### config.mk
export PLATFORM = sky130hd
export DESIGN_NAME = llc_output_encoder_flat
export DESIGN_NICKNAME = d
export VERILOG_FILES = /design/src/rtl/llc_output_encoder_pkg.sv /design/src/rtl/llc_output_encoder_if.sv /design/src/rtl/llc_output_encoder_fifo.sv /design/src/rtl/llc_output_encoder.sv /design/src/flat_wrapper.sv
export SDC_FILE = /design/constraint.sdc
export NUM_CORES = 2
export LEC_CHECK = 0
export ABC_CLOCK_PERIOD_IN_PS = 2300
export BUFFER_PORTS_ARGS = -buffer_cell sky130_fd_sc_hd__buf_2
export CAP_MARGIN = 25
export CORE_AREA = 2 2 412 414
export DETAILED_ROUTE_END_ITERATION = 6
export DIE_AREA = 0 0 414 416
export GPL_TIMING_DRIVEN = 0
export PLACE_DENSITY = 0.66
export SYNTH_ARGS = -nofsm -noshare
export SYNTH_HDL_FRONTEND = slang
export SYNTH_SLANG_ARGS = --single-unit
### constraint.sdc
create_clock -name clk -period 2.3 [get_ports clk]
set_input_delay 0.345 -clock clk [delete_from_list [all_inputs] [get_ports clk]]
set_output_delay 0.345 -clock clk [all_outputs]
set_load 0.03 [all_outputs]
### src/rtl/llc_output_encoder_pkg.sv
// Shared types for the LLC outbound path: message type encoding and the
// outbound packet layout carried on every channel.
package llc_output_encoder_pkg;

   localparam int LLC_OUT_CHANNELS = 5;

   localparam int COH_MSG_W   = 5;
   localparam int HPROT_W     = 2;
   localparam int LINE_ADDR_W = 28;
   localparam int LINE_W      = 128;
   localparam int CACHE_ID_W  = 4;
   localparam int WORD_OFF_W  = 2;

   typedef logic [LINE_ADDR_W-1:0] line_addr_t;
   typedef logic [LINE_W-1:0]      line_t;
   typedef logic [CACHE_ID_W-1:0]  cache_id_t;

   typedef enum logic [2:0] {
      LLC_OUT_RSP      = 3'd0,
      LLC_OUT_FWD      = 3'd1,
      LLC_OUT_MEM      = 3'd2,
      LLC_OUT_DMA_RSP  = 3'd3,
      LLC_OUT_RST_DONE = 3'd4
   } llc_out_type_t;

   typedef struct packed {
      logic [COH_MSG_W-1:0]  coh_msg;
      logic [HPROT_W-1:0]    hprot;
      line_addr_t            addr;
      line_t                 line;
      cache_id_t             req_id;
      cache_id_t             dest_id;
      logic [WORD_OFF_W-1:0] word_offset;
      logic [WORD_OFF_W-1:0] valid_words;
   } llc_out_packet_t;

endpackage

### src/rtl/llc_output_encoder_if.sv
// Pipeline-side send port plus the five outbound valid/ready channels and
// the status flags of the LLC output encoder.
interface llc_output_encoder_if;
   import llc_output_encoder_pkg::*;

   logic            send_valid;
   logic [2:0]      send_type;
   llc_out_packet_t send_pkt;
   logic            send_ready;

   logic            llc_rsp_out_valid, llc_rsp_out_ready;
   llc_out_packet_t llc_rsp_out_pkt;
   logic            llc_fwd_out_valid, llc_fwd_out_ready;
   llc_out_packet_t llc_fwd_out_pkt;
   logic            llc_mem_req_valid, llc_mem_req_ready;
   llc_out_packet_t llc_mem_req_pkt;
   logic            llc_dma_rsp_out_valid, llc_dma_rsp_out_ready;
   llc_out_packet_t llc_dma_rsp_out_pkt;
   logic            llc_rst_tb_done_valid, llc_rst_tb_done_ready;
   llc_out_packet_t llc_rst_tb_done_pkt;

   logic            idle;
   logic            err_bad_type;

   modport master (
      output send_valid, send_type, send_pkt,
      input  send_ready,
      input  llc_rsp_out_valid, llc_rsp_out_pkt, output llc_rsp_out_ready,
      input  llc_fwd_out_valid, llc_fwd_out_pkt, output llc_fwd_out_ready,
      input  llc_mem_req_valid, llc_mem_req_pkt, output llc_mem_req_ready,
      input  llc_dma_rsp_out_valid, llc_dma_rsp_out_pkt, output llc_dma_rsp_out_ready,
      input  llc_rst_tb_done_valid, llc_rst_tb_done_pkt, output llc_rst_tb_done_ready,
      input  idle, err_bad_type
   );

   modport slave (
      input  send_valid, send_type, send_pkt,
      output send_ready,
      output llc_rsp_out_valid, llc_rsp_out_pkt, input llc_rsp_out_ready,
      output llc_fwd_out_valid, llc_fwd_out_pkt, input llc_fwd_out_ready,
      output llc_mem_req_valid, llc_mem_req_pkt, input llc_mem_req_ready,
      output llc_dma_rsp_out_valid, llc_dma_rsp_out_pkt, input llc_dma_rsp_out_ready,
      output llc_rst_tb_done_valid, llc_rst_tb_done_pkt, input llc_rst_tb_done_ready,
      output idle, err_bad_type
   );

endinterface

### src/rtl/llc_output_encoder_fifo.sv
// Per-channel output FIFO: head is read straight from storage registers, so a
// push becomes visible one cycle later at the earliest (no fall-through).
module llc_out_fifo
   import llc_output_encoder_pkg::*;
#(
   parameter int FIFO_DEPTH = 2,
   localparam int AW = $clog2(FIFO_DEPTH),
   localparam int CW = AW + 1
) (
   input  logic            clk,
   input  logic            rst,
   input  logic            push,
   input  llc_out_packet_t din,
   input  logic            ready,
   output logic            valid,
   output llc_out_packet_t dout,
   output logic [CW-1:0]   count
);

   llc_out_packet_t mem [FIFO_DEPTH];
   logic [AW-1:0]   rptr, wptr;
   logic            pop;

   assign valid = (count != '0);
   assign pop   = valid & ready;
   assign dout  = mem[rptr];

   // Storage and pointers; power-of-two depth lets the pointers wrap naturally.
   always_ff @(posedge clk or negedge rst) begin
      if (!rst) begin
         rptr  <= '0;
         wptr  <= '0;
         count <= '0;
         for (int i = 0; i < FIFO_DEPTH; i++) mem[i] <= '0;
      end else begin
         if (push) begin
            mem[wptr] <= din;
            wptr      <= wptr + 1'b1;
         end
         if (pop) rptr <= rptr + 1'b1;
         case ({push, pop})
            2'b10:   count <= count + 1'b1;
            2'b01:   count <= count - 1'b1;
            default: count <= count;
         endcase
      end
   end

endmodule

### src/rtl/llc_output_encoder.sv
// LLC outbound encoder: decodes the message type, steers it into one of five
// channel FIFOs, and reports back-pressure, idle and illegal-type status.
module llc_output_encoder
   import llc_output_encoder_pkg::*;
#(
   parameter int FIFO_DEPTH = 2
) (
   input  logic                 clk,
   input  logic                 rst,
   llc_output_encoder_if.slave  bus
);

   localparam int CW = $clog2(FIFO_DEPTH) + 1;
   localparam int NCH = LLC_OUT_CHANNELS;

   logic                  legal, sel_full, send_ready, accept, all_empty, err_q;
   logic [NCH-1:0]        push, ch_full, ch_ready, ch_valid;
   logic [CW-1:0]         ch_cnt [NCH];
   llc_out_packet_t       ch_pkt [NCH];

   assign legal = (bus.send_type <= LLC_OUT_RST_DONE);

   // Back-pressure looks only at registered counts, never at the *_ready inputs.
   always_comb begin
      sel_full = 1'b0;
      for (int i = 0; i < NCH; i++)
         if (bus.send_type == 3'(i)) sel_full = ch_full[i];
   end

   assign send_ready     = ~legal | ~sel_full;
   assign accept         = bus.send_valid & send_ready & legal;
   assign bus.send_ready = send_ready;

   assign ch_ready[0] = bus.llc_rsp_out_ready;
   assign ch_ready[1] = bus.llc_fwd_out_ready;
   assign ch_ready[2] = bus.llc_mem_req_ready;
   assign ch_ready[3] = bus.llc_dma_rsp_out_ready;
   assign ch_ready[4] = bus.llc_rst_tb_done_ready;

   for (genvar gi = 0; gi < NCH; gi++) begin : g_ch
      assign push[gi]    = accept & (bus.send_type == 3'(gi));
      assign ch_full[gi] = (ch_cnt[gi] == CW'(FIFO_DEPTH));

      llc_out_fifo #(.FIFO_DEPTH(FIFO_DEPTH)) u_fifo (
         .clk   (clk),
         .rst   (rst),
         .push  (push[gi]),
         .din   (bus.send_pkt),
         .ready (ch_ready[gi]),
         .valid (ch_valid[gi]),
         .dout  (ch_pkt[gi]),
         .count (ch_cnt[gi])
      );
   end

   assign bus.llc_rsp_out_valid     = ch_valid[0];
   assign bus.llc_rsp_out_pkt       = ch_pkt[0];
   assign bus.llc_fwd_out_valid     = ch_valid[1];
   assign bus.llc_fwd_out_pkt       = ch_pkt[1];
   assign bus.llc_mem_req_valid     = ch_valid[2];
   assign bus.llc_mem_req_pkt       = ch_pkt[2];
   assign bus.llc_dma_rsp_out_valid = ch_valid[3];
   assign bus.llc_dma_rsp_out_pkt   = ch_pkt[3];
   assign bus.llc_rst_tb_done_valid = ch_valid[4];
   assign bus.llc_rst_tb_done_pkt   = ch_pkt[4];

   always_comb begin
      all_empty = 1'b1;
      for (int i = 0; i < NCH; i++)
         if (ch_cnt[i] != '0) all_empty = 1'b0;
   end

   assign bus.idle = all_empty & ~accept;

   // Illegal types are consumed and dropped; the flag holds until reset.
   always_ff @(posedge clk or negedge rst) begin
      if (!rst)                             err_q <= 1'b0;
      else if (bus.send_valid & ~legal)     err_q <= 1'b1;
   end

   assign bus.err_bad_type = err_q;

endmodule

### src/flat_wrapper.sv
// flat-port wrapper written by rule: the top's interface ports become plain ports
module llc_output_encoder_flat import llc_output_encoder_pkg::*;
#(
   parameter int FIFO_DEPTH = 2
)
  (clk, rst, bus_send_valid, bus_send_type, bus_send_pkt, bus_send_ready, bus_llc_rsp_out_valid, bus_llc_rsp_out_pkt, bus_llc_rsp_out_ready, bus_llc_fwd_out_valid, bus_llc_fwd_out_pkt, bus_llc_fwd_out_ready, bus_llc_mem_req_valid, bus_llc_mem_req_pkt, bus_llc_mem_req_ready, bus_llc_dma_rsp_out_valid, bus_llc_dma_rsp_out_pkt, bus_llc_dma_rsp_out_ready, bus_llc_rst_tb_done_valid, bus_llc_rst_tb_done_pkt, bus_llc_rst_tb_done_ready, bus_idle, bus_err_bad_type);
  llc_output_encoder_if bus_i ();
  input  logic clk;
  input  logic rst;
  input wire logic [$bits(bus_i.send_valid)-1:0] bus_send_valid;
  input wire logic [$bits(bus_i.send_type)-1:0] bus_send_type;
  input wire logic [$bits(bus_i.send_pkt)-1:0] bus_send_pkt;
  output wire logic [$bits(bus_i.send_ready)-1:0] bus_send_ready;
  output wire logic [$bits(bus_i.llc_rsp_out_valid)-1:0] bus_llc_rsp_out_valid;
  output wire logic [$bits(bus_i.llc_rsp_out_pkt)-1:0] bus_llc_rsp_out_pkt;
  input wire logic [$bits(bus_i.llc_rsp_out_ready)-1:0] bus_llc_rsp_out_ready;
  output wire logic [$bits(bus_i.llc_fwd_out_valid)-1:0] bus_llc_fwd_out_valid;
  output wire logic [$bits(bus_i.llc_fwd_out_pkt)-1:0] bus_llc_fwd_out_pkt;
  input wire logic [$bits(bus_i.llc_fwd_out_ready)-1:0] bus_llc_fwd_out_ready;
  output wire logic [$bits(bus_i.llc_mem_req_valid)-1:0] bus_llc_mem_req_valid;
  output wire logic [$bits(bus_i.llc_mem_req_pkt)-1:0] bus_llc_mem_req_pkt;
  input wire logic [$bits(bus_i.llc_mem_req_ready)-1:0] bus_llc_mem_req_ready;
  output wire logic [$bits(bus_i.llc_dma_rsp_out_valid)-1:0] bus_llc_dma_rsp_out_valid;
  output wire logic [$bits(bus_i.llc_dma_rsp_out_pkt)-1:0] bus_llc_dma_rsp_out_pkt;
  input wire logic [$bits(bus_i.llc_dma_rsp_out_ready)-1:0] bus_llc_dma_rsp_out_ready;
  output wire logic [$bits(bus_i.llc_rst_tb_done_valid)-1:0] bus_llc_rst_tb_done_valid;
  output wire logic [$bits(bus_i.llc_rst_tb_done_pkt)-1:0] bus_llc_rst_tb_done_pkt;
  input wire logic [$bits(bus_i.llc_rst_tb_done_ready)-1:0] bus_llc_rst_tb_done_ready;
  output wire logic [$bits(bus_i.idle)-1:0] bus_idle;
  output wire logic [$bits(bus_i.err_bad_type)-1:0] bus_err_bad_type;
  assign bus_i.send_valid = bus_send_valid;
  assign bus_i.send_type = bus_send_type;
  assign bus_i.send_pkt = bus_send_pkt;
  assign bus_send_ready = bus_i.send_ready;
  assign bus_llc_rsp_out_valid = bus_i.llc_rsp_out_valid;
  assign bus_llc_rsp_out_pkt = bus_i.llc_rsp_out_pkt;
  assign bus_i.llc_rsp_out_ready = bus_llc_rsp_out_ready;
  assign bus_llc_fwd_out_valid = bus_i.llc_fwd_out_valid;
  assign bus_llc_fwd_out_pkt = bus_i.llc_fwd_out_pkt;
  assign bus_i.llc_fwd_out_ready = bus_llc_fwd_out_ready;
  assign bus_llc_mem_req_valid = bus_i.llc_mem_req_valid;
  assign bus_llc_mem_req_pkt = bus_i.llc_mem_req_pkt;
  assign bus_i.llc_mem_req_ready = bus_llc_mem_req_ready;
  assign bus_llc_dma_rsp_out_valid = bus_i.llc_dma_rsp_out_valid;
  assign bus_llc_dma_rsp_out_pkt = bus_i.llc_dma_rsp_out_pkt;
  assign bus_i.llc_dma_rsp_out_ready = bus_llc_dma_rsp_out_ready;
  assign bus_llc_rst_tb_done_valid = bus_i.llc_rst_tb_done_valid;
  assign bus_llc_rst_tb_done_pkt = bus_i.llc_rst_tb_done_pkt;
  assign bus_i.llc_rst_tb_done_ready = bus_llc_rst_tb_done_ready;
  assign bus_idle = bus_i.idle;
  assign bus_err_bad_type = bus_i.err_bad_type;
  llc_output_encoder #(.FIFO_DEPTH(FIFO_DEPTH)) u_core (.clk(clk), .rst(rst), .bus(bus_i));
endmodule
==> impl_metrics.yaml <==
status:
  outcome: "finished with violations"
  violations: "design-rule violations, negative hold slack, negative setup slack"
floorplan:
  rows: 151
  die_x_um: 414
  die-area_um2: 172200
  start_util_pct: 45.67
  core_area_um2: 168100
  die_h_um: 416
  ios: 1069
clock_tree:
  htree_levels: 4
  cts_buffers: 188
  cts_hold_buf: 27
  clockRootBuffer: "clkbuf_16"
  cts_tree: "done"
  cts_max_path_buffers: 3
  clock_latency_ns: 0.84
  cts.sinks: 1771
  clk_pin_slew_worst_paths_ns: 0.06
drt:
  first_pass_iters: 7
  ant_nets: 0
  drt-initial-drc-count: 2641
  vias: 46840
  vias_per_cell: 5.472
  drc: 1
  routed_wl_um: 250800
  routedWlPerCell_um: 29.29
worst_setup_path:
  startpoint_type: "register"
  reg2reg_from: "u_core.g_ch[1].u_fifo.count[1]$_DFFE_PN0P_"
  cp_max_fo: 5
  cp.required_ns: 1.96
  crit_arrival_ns: 2.44
  reg2reg_slack_ns: -0.41
  crit_type: "reg2out"
  cp-end-kind: "output pin"
  crit_start: "u_core.g_ch[3].u_fifo.rptr$_DFFE_PN0P_"
yosys:
  syn_inst: 4951
  synth_cell_types: 38
  ys_warn_count: 0
  avgSynthCellArea_um2: 15.51
  ys_seq_elements: 1771
  synth_seq_area_share_pct: 57.71
  synth_edf_count: 0
  ys.flop_type: "dfrtp_1"
  synth_top_area_share_pct: 57.71
  async_reset_ff_share_pct: 100.0
  syn-cell-area_um2: 76790
  synth_area_leaders: "dfrtp_1, mux2_2, buf_1"
  synth_top_area_cell: "dfrtp_1"
  synth_nets: 5142
sta:
  finClkSkew_ns: 0.03509
  worst-slew-pin-transition_ns: 0.9815
  finalMaxSlewViolations: 0
  tns_ns: -472.43
  hold_violations: 283
  rsz0062_at_grt: "true"
  relSlewSlack_pct: 34.57
  period_needed_ns: 2.781
  setup_ws_ns: -0.4812
  fin_hold_ws_ns: -0.2283
  fmax_mhz: 359.6
  setup_viol: 1687
  period_share_pct: 120.9
layout:
  final_common_cell: "mux2_2"
  n_fill_cell: 13000
  multi_input_area_um2: 31720
  fin_nets: 6372
  syn_to_final_growth_pct: 28.86
  finalNonFillerCells: 8560
  area.sequential_um2: 44330
  drive_above_1_share_pct: 66.29
  mostFrequentLayoutCells: "mux2_2, dfrtp_1, buf_2, buf_6, mux2_4"
  final_util_pct: 58.85
  final_cell_area_um2: 98960
pwr:
  comb_power_share_pct: 54.3
  sequentialPowerShare_pct: 29.4
  design_power_total_mw: 183.5
  p_per_area_nw_per_um2: 1854
  vdd_drop_max_mv: 1.268
  p_sw_mw: 73.96
  p_sw_share_pct: 40.30
  clock_power_share_pct: 16.4
  internal_power_mw: 109.5
  p_leak_nw: 46.43
placed_design:
  dp_cells: 8084
  gp_congestion: 0.8652
  dp_hpwl_um: 175000
  place_ws_ns: -1.133
  numPortBuffers: 891
  placed_area_um2: 84590
grt:
  globalRoute.totalOverflow: 0
  antenna_found_initial: 26
  grt_pass1_wl_um: 350500
  gr-usage-all-layers_pct: 27.94
  grt_max_degree: 178
  grt_pass1_vias: 48560
run:
  maxCapViolCount: 0
worst_hold_path:
  min_path_type: "in2async"
## cells by family (layout without fill, tap and decap cells)
logic type / count (synthesis) / count (layout) / share of synthesized area [%]
other cells: 0 / 15 / 0
buf+inv: 473 / 1849 / 2.900
mux: 2625 / 2625 / 38.49
compound gates: 4 / 4 / 0.03910
fa+ha+maj: 5 / 5 / 0.08147
flops: 1771 / 1771 / 57.71
simple gates: 48 / 48 / 0.4920
xor+xnor: 25 / 25 / 0.2851
## sequential cells by signal (all words and copies together) (netlist names)
signal                    cells
u_core.g_ch.u_fifo.count     10
u_core.bus.err_bad_type       1
u_core.g_ch.u_fifo.mem     1750
u_core.g_ch.u_fifo.rptr       5
u_core.g_ch.u_fifo.wptr       5
## final cells by class
| cell class | count | area share, % |
|---|---|---|
| flip-flops and latches | 1771 | 44.80 |
| multi-input cells | 2707 | 32.05 |
| repair buffers | 1045 | 10.38 |
| clock buffers | 296 | 5.691 |
| plain buffers | 467 | 3.798 |
| well taps | 2218 | 2.804 |
| clock inverters | 40 | 0.4438 |
| diodes | 15 | 0.03793 |
| inverters | 1 | 0.003793 |
## power by group through the flow
stage                     clock network [mW]  logic (mW)  registers, mW
after global placement                     0        78.7           53.0
after floorplan                            0        54.5           51.2
after detailed placement                   0        79.9           53.6
after global routing                    31.9         103           55.6
final                                   30.0        99.6           53.9
after CTS                               30.6        86.5           53.2
## worst max-delay path, stage by stage (launching register included)
cell,delay [ns]
dfrtp_2,0.44
clkbuf_16,0.23
buf_16,0.19
clkbuf_16,0.19
mux2_4,0.33
buf_6,0.15
## synth_stat cells, types with 2 or more instances
cell,n
xor2_1,11
nor3b_2,2
buf_2,109
buf_6,10
nand4_1,3
xnor2_1,14
mux2_1,39
mux2_2,2586
nand3_1,3
and2_1,5
nand2b_1,5
nor2b_1,2
or4_1,2
or2_2,5
dfrtp_1,1771
clkbuf_1,108
ha_1,5
buf_1,181
nor2_1,5
buf_4,64
and4b_1,3
nor4bb_1,2
## final timing paths
| kind | to | cells after the start |
|---|---|---|
| min reg2reg | u_core.bus.err_bad_type$_DFFE_PN0P_ | 1 |
| max reg2reg | u_core.g_ch[1].u_fifo.mem[231]$_DFFE_PN0P_ | 5 |
| min | u_core.g_ch[0].u_fifo.mem[26]$_DFFE_PN0P_ | 4 |
| max in group asynchronous | u_core.g_ch[1].u_fifo.mem[280]$_DFFE_PN0P_ | 6 |
| max | bus_llc_dma_rsp_out_pkt[50] | 5 |
| min in group clk | u_core.g_ch[3].u_fifo.mem[1]$_DFFE_PN0P_ | 2 |
## timing repair
action | CTS | global route
endpoints found under the setup margin | 2192 | 2526
buffers inserted | 14 | 36
resized for setup | 598 | 1641
cloned | 20 | 35
endpoints found under the hold margin | 531 | 263
pin swaps | 0 | 4
## metal layers
metal	vias up	GRT usage, %	part of all wire, %
li1	20050	-	-
met1	25080	35.05	41
met2	1244	45.38	48
met3	448	6.810	6.0
met4	16	13.66	5.3
met5	-	0	0.036
Note: power is estimated with default switching activity, not from simulation.
